**config.mk**
```make
export PLATFORM = sky130hd
export DESIGN_NAME = tt_um_practice_verilog
export DESIGN_NICKNAME = d
export VERILOG_FILES = /design/src/rtl/tt_um_practice_verilog.sv
export SDC_FILE = /design/constraint.sdc
export NUM_CORES = 1
export LEC_CHECK = 0
export BUFFER_PORTS_ARGS = -buffer_cell sky130_fd_sc_hd__buf_4
export CAP_MARGIN = 15
export CORE_MARGIN = 2
export CORE_UTILIZATION = 45
export DETAILED_ROUTE_END_ITERATION = 12
export PLACE_DENSITY_LB_ADDON = 0.05
export SYNTH_ARGS = -nofsm -noshare
export SYNTH_HDL_FRONTEND = slang
export SYNTH_SLANG_ARGS = --single-unit
```
**constraint.sdc**
```tcl
create_clock -name clk -period 6.9 [get_ports clk]
set_input_delay 1.38 -clock clk [delete_from_list [all_inputs] [get_ports clk]]
set_output_delay 1.38 -clock clk [all_outputs]
set_load 0.02 [all_outputs]
```
**src/rtl/tt_um_practice_verilog.sv**
```systemverilog
// tt_um_practice_verilog: 8-bit accumulator ALU on a Tiny Tapeout tile.
// A rising edge of uio_in[4] executes opcode uio_in[3:0] with operand ui_in
// against the accumulator. The accumulator drives uo_out; Z/C/V drive uio_out[7:5].
module tt_um_practice_verilog (
    input  logic       clk,
    input  logic       rst_n,
    input  logic       ena,
    input  logic [7:0] ui_in,
    input  logic [7:0] uio_in,
    output logic [7:0] uo_out,
    output logic [7:0] uio_out,
    output logic [7:0] uio_oe
);

    typedef enum logic [3:0] {
        OP_NOP  = 4'h0, OP_LOAD = 4'h1, OP_ADD  = 4'h2, OP_SUB  = 4'h3,
        OP_AND  = 4'h4, OP_OR   = 4'h5, OP_XOR  = 4'h6, OP_NOT  = 4'h7,
        OP_SHL  = 4'h8, OP_SHR  = 4'h9, OP_ROL  = 4'hA, OP_ROR  = 4'hB,
        OP_INC  = 4'hC, OP_DEC  = 4'hD, OP_CLR  = 4'hE, OP_SWAP = 4'hF
    } op_e;

    typedef struct packed {
        logic [7:0] acc;
        logic       z;
        logic       c;
        logic       v;
    } alu_st_t;

    alu_st_t    st_q;
    alu_st_t    st_d;
    logic       hist_q;
    logic       fire;
    op_e        op;
    logic [7:0] a;
    logic [8:0] sum9;
    logic [8:0] dif9;

    // uio_in[7:5] carry no function on this tile
    logic unused_uio;
    assign unused_uio = &{1'b0, uio_in[7:5]};

    assign op   = op_e'(uio_in[3:0]);
    assign a    = ui_in;
    assign fire = ena & uio_in[4] & ~hist_q;
    assign sum9 = {1'b0, st_q.acc} + {1'b0, a};
    assign dif9 = {1'b0, st_q.acc} - {1'b0, a};

    // Next accumulator/flags for the current opcode; Z is derived from the result
    always_comb begin
        st_d   = st_q;
        st_d.c = 1'b0;
        st_d.v = 1'b0;
        unique case (op)
            OP_LOAD: st_d.acc = a;
            OP_ADD: begin
                st_d.acc = sum9[7:0];
                st_d.c   = sum9[8];
                st_d.v   = (st_q.acc[7] == a[7]) && (sum9[7] != st_q.acc[7]);
            end
            OP_SUB: begin
                st_d.acc = dif9[7:0];
                st_d.c   = dif9[8];
                st_d.v   = (st_q.acc[7] != a[7]) && (dif9[7] != st_q.acc[7]);
            end
            OP_AND:  st_d.acc = st_q.acc & a;
            OP_OR:   st_d.acc = st_q.acc | a;
            OP_XOR:  st_d.acc = st_q.acc ^ a;
            OP_NOT:  st_d.acc = ~st_q.acc;
            OP_SHL: begin
                st_d.acc = {st_q.acc[6:0], 1'b0};
                st_d.c   = st_q.acc[7];
            end
            OP_SHR: begin
                st_d.acc = {1'b0, st_q.acc[7:1]};
                st_d.c   = st_q.acc[0];
            end
            OP_ROL: begin
                st_d.acc = {st_q.acc[6:0], st_q.acc[7]};
                st_d.c   = st_q.acc[7];
            end
            OP_ROR: begin
                st_d.acc = {st_q.acc[0], st_q.acc[7:1]};
                st_d.c   = st_q.acc[0];
            end
            OP_INC: begin
                st_d.acc = st_q.acc + 8'd1;
                st_d.c   = (st_q.acc == 8'hFF);
                st_d.v   = (st_q.acc == 8'h7F);
            end
            OP_DEC: begin
                st_d.acc = st_q.acc - 8'd1;
                st_d.c   = (st_q.acc == 8'h00);
                st_d.v   = (st_q.acc == 8'h80);
            end
            OP_CLR:  st_d.acc = 8'h00;
            OP_SWAP: st_d.acc = {st_q.acc[3:0], st_q.acc[7:4]};
            default: begin
                // NOP keeps everything, flags included
                st_d.c = st_q.c;
                st_d.v = st_q.v;
            end
        endcase
        if (op != OP_NOP)
            st_d.z = (st_d.acc == 8'h00);
    end

    // History starts at 1 so a strobe held through reset must drop before it can fire
    always_ff @(posedge clk) begin
        if (!rst_n)
            hist_q <= 1'b1;
        else
            hist_q <= uio_in[4];
    end

    // Accumulator and flags change only on an executing edge
    always_ff @(posedge clk) begin
        if (!rst_n)
            st_q <= '0;
        else if (fire)
            st_q <= st_d;
    end

    assign uo_out  = st_q.acc;
    assign uio_out = {st_q.z, st_q.c, st_q.v, 5'b00000};
    assign uio_oe  = 8'hE0;

endmodule

```
==> results.md <==
* Worst Setup End Kind: flop
* Status: finished, final reports clean
* Cts hold-fix bufs at 0
* Top post-synthesis cells by area: ha_1 (12%), dfxtp_1 (9.2%), a21oi_1 (5.0%), buf_4 (4.0%), nor2_1 (4.0%)
* Die Y at about 80 µm
* Hold_sp: uio_out[6]
* Post-CTS Resized at 0
* Fin Setup TNS at 0 ns
* Main combinational cell family by area after synthesis: compound AO/OA/AOI/OAI gates
* Cell internal pwr at between 0.15 and 0.2 mW
* Power share of the clock group at 0.258
* Die Width at 80.4 µm
* Most used DFF post-synth: dfxtp_1
* Synth Register Bits at 12
* Worst reg2reg startpoint: uo_out[3]
* Placer congestion estimate at 0.927
* Drt initial violations at about 380
* Switching share of power at 0.401
* Compound-Gate Fraction of Synth Area at 0.338
* Maximum clock frequency at between 200 and 250 MHz
* # rows at 27
* Synthesized cell area at roughly 0.0026 mm²
* Layout Skew at about 0.0019 ns
* VDD IR max at between 0.00009 and 0.0001 V
* R2R Setup Slk at roughly 3.6 ns
* RSZ-0062 raised after global routing: no
* Count leader, synth: nor2_1
* R2R depth at 9
* Final core occ at 0.492
* Period utilization at 0.586
* Reg clk slew, reported paths at about 0.05 ns
* Setup-failing EPs final at 0
* Wire per inst at 19.2 µm
* DP Wirelength at a little over 6000 µm
* Initial antenna violation count at 0
* Top cells by instance count after synthesis: nor2_1 (28), a21oi_1 (26), ha_1 (25), inv_1 (25)
* Final instance area at roughly 0.0027 mm²
* Asr flop ratio synth at 0
* WP data required at roughly 7 ns
* Worst r2r dst: uio_out[7]
* Vias per inst at ~6.3
* CTS tree: done
* Setup Crit Path Kind: in2reg
* Post-route ant nets at 0
* Cts bufs inserted at 3
* Worst-margin pin slew at between 0.8 and 0.9 ns
* NumNets Final at 402
* Final hold vios at 0
* Post-route DRC at 0
* Area share of fa/ha/maj cells after synthesis at 0.134
* Multiplexer share of the synthesized area at 0.0305
* Setup crit start kind: input port
* Maxcap violations at 0
* Xor/xnor cell area share of the yosys netlist at 0.0401
* Hold path cells at 2
* Average cell area after synthesis at around 7.3 µm²
* Insertion delay to the later sink of the worst-skew pair at 0.24 ns
* Drt pass-1 iters at 6
* PD cells at ~110 mW/mm²
* WHS Endpoint: uio_out[6]
* Sw power at about 0.12 mW
* GRT Total Usage at 0.262
* Comb power frac at 0.467
* Die ar. at ~0.0065 mm²
* Max Slew Vio Count at 0
* Clk buf depth at 2
* Core box area at 0.00557 mm²
* Htree depth at 1
* Yosys top cell by area: ha_1
* Antenna cell count at 0
* Placed Area at around 0.0027 mm²
* Routed vias at 2,710
* Layout cells sized above 1 at 0.118
* Period minus WS final at just over 4 ns
* Post-synthesis simple-gate area fraction at 0.225
* Synth unique cells at 74
* Crit Path Max Fanout at 42
* GRT overflow at 0
* Area grow syn2layout at 4.58%
* I/O Buffers at 26
* Sequential share of the synthesized area at 0.0916
* Static leakage at about 1.1 nW
* Worst hold path class: reg2reg
* Critical path arrival at 4.23 ns
* Vias in the first global route at around 2,300
* Clock sinks at 12
* Largest net degree at the start of global routing at 43
* Synth top area share at 0.119
* Slew HR at 0.392
* First-pass GRT wire length at 13,100 µm
* Drt total wl at 8220 µm
* Post-CTS Setup Inserts at 0
* Reg power frac at 0.275
* CTS Root Cell: clkbuf_8
* Io pins at between 40 and 50
* Number of flops mapped to enable cells by yosys at 0
* Syn Inst Count at between 300 and 400
* Initial core utilization at 0.471
* Synth Warn # at 0
-- power groups by stage --
stage          logic [mW]  registers, mW  clock network, mW
2_1_floorplan       0.110         0.0775                  0
4_1_cts             0.134         0.0794             0.0767
3_5_place_dp        0.133         0.0809                  0
3_3_place_gp        0.133         0.0810                  0
6_report            0.135         0.0797             0.0750
5_1_grt             0.148         0.0801             0.0820
-- sequential cells by signal, summed over array words and instances (netlist names) --
register	flops
uio_out	3
hist_q	1
uo_out	8
-- worst max-delay path: stages --
cell and delay [ns]:
buf_4 0.35, and4b_1 0.40, xnor2_1 0.15, ha_1 0.33, nor3_1 0.08, a21oi_1 0.18
xnor2_1 0.08, a2111oi_0 0.83, o2111a_1 0.31, a31o_1 0.14
-- per-layer routing --
layer,routed length (µm),vias up,share of wire,global-route usage
li1,-,1295,-,-
met1,3810,1253,0.46,0.392
met2,3570,152,0.43,0.402
met3,721,10,0.088,0.0382
met4,112,0,0.014,0.0373
met5,0,-,0,0
-- logic make-up after synthesis --
group / count (synthesis)
AO/OA/AOI/OAI: 118
AND/OR/NAND/NOR: 108
buffers and inverters: 70
adder cells (fa/ha/maj): 27
XOR/XNOR: 12
flip-flops: 12
multiplexers: 8
other: 2
-- how the worst max path moves through the flow --
stage / from / end / slack [ns] / cells after the start
floorplan: uio_in[1] / uio_out[7] / 3.25 / 12
global placement: uio_in[0] / uio_out[7] / 2.63 / 10
detailed placement: uio_in[0] / uio_out[7] / 2.63 / 10
CTS: uio_in[0] / uio_out[7] / 2.86 / 10
global route: uio_in[0] / uio_out[7] / 2.62 / 10
finish: uio_in[0] / uio_out[7] / 2.85 / 10
-- placed cells by master (no fill, tap or decap), drive strengths merged, types with 4 or more instances in the layout --
cell type / synthesis / routed
a21oi: 27 / 27
nand2b: 8 / 8
inv: 27 / 27
o21ai: 14 / 14
conb: 2 / 13
buf: 25 / 26
nor3: 19 / 19
o311ai: 4 / 4
a211oi: 6 / 6
dfxtp: 12 / 12
and2: 4 / 4
xnor2: 10 / 10
o211ai: 6 / 6
a22oi: 6 / 6
nand3: 9 / 9
nor2: 28 / 28
clkbuf: 18 / 4
ha: 25 / 25
nor2b: 8 / 8
a32oi: 7 / 7
a31oi: 6 / 6
nand2: 16 / 16
o21a: 4 / 4
mux2i: 8 / 8
-- through the flow --
| stage | worst slack [ns] | std cells | hold WS, ns | power [mW] |
|---|---|---|---|---|
| after floorplan | 3.25 | 368 | 0.486 | 0.188 |
| after global placement | 2.63 | 423 | 0.462 | 0.214 |
| after detailed placement | 2.63 | 423 | 0.475 | 0.214 |
| after CTS | 2.86 | 427 | 0.483 | 0.290 |
| after global routing | 2.62 | 427 | 0.535 | 0.310 |
| final | 2.85 | 427 | 0.479 | 0.290 |
-- area by class of cell --
class / instances / area (µm²)
Fill cell: 613 / 2830
Multi-Input combinational cell: 286 / 2060
Sequential cell: 12 / 240
Timing Repair Buffer: 26 / 195
Inverter: 27 / 101
Tap cell: 72 / 90.1
Clock buffer: 4 / 55.1
No activity file was read; power rests on OpenSTA's default activity.
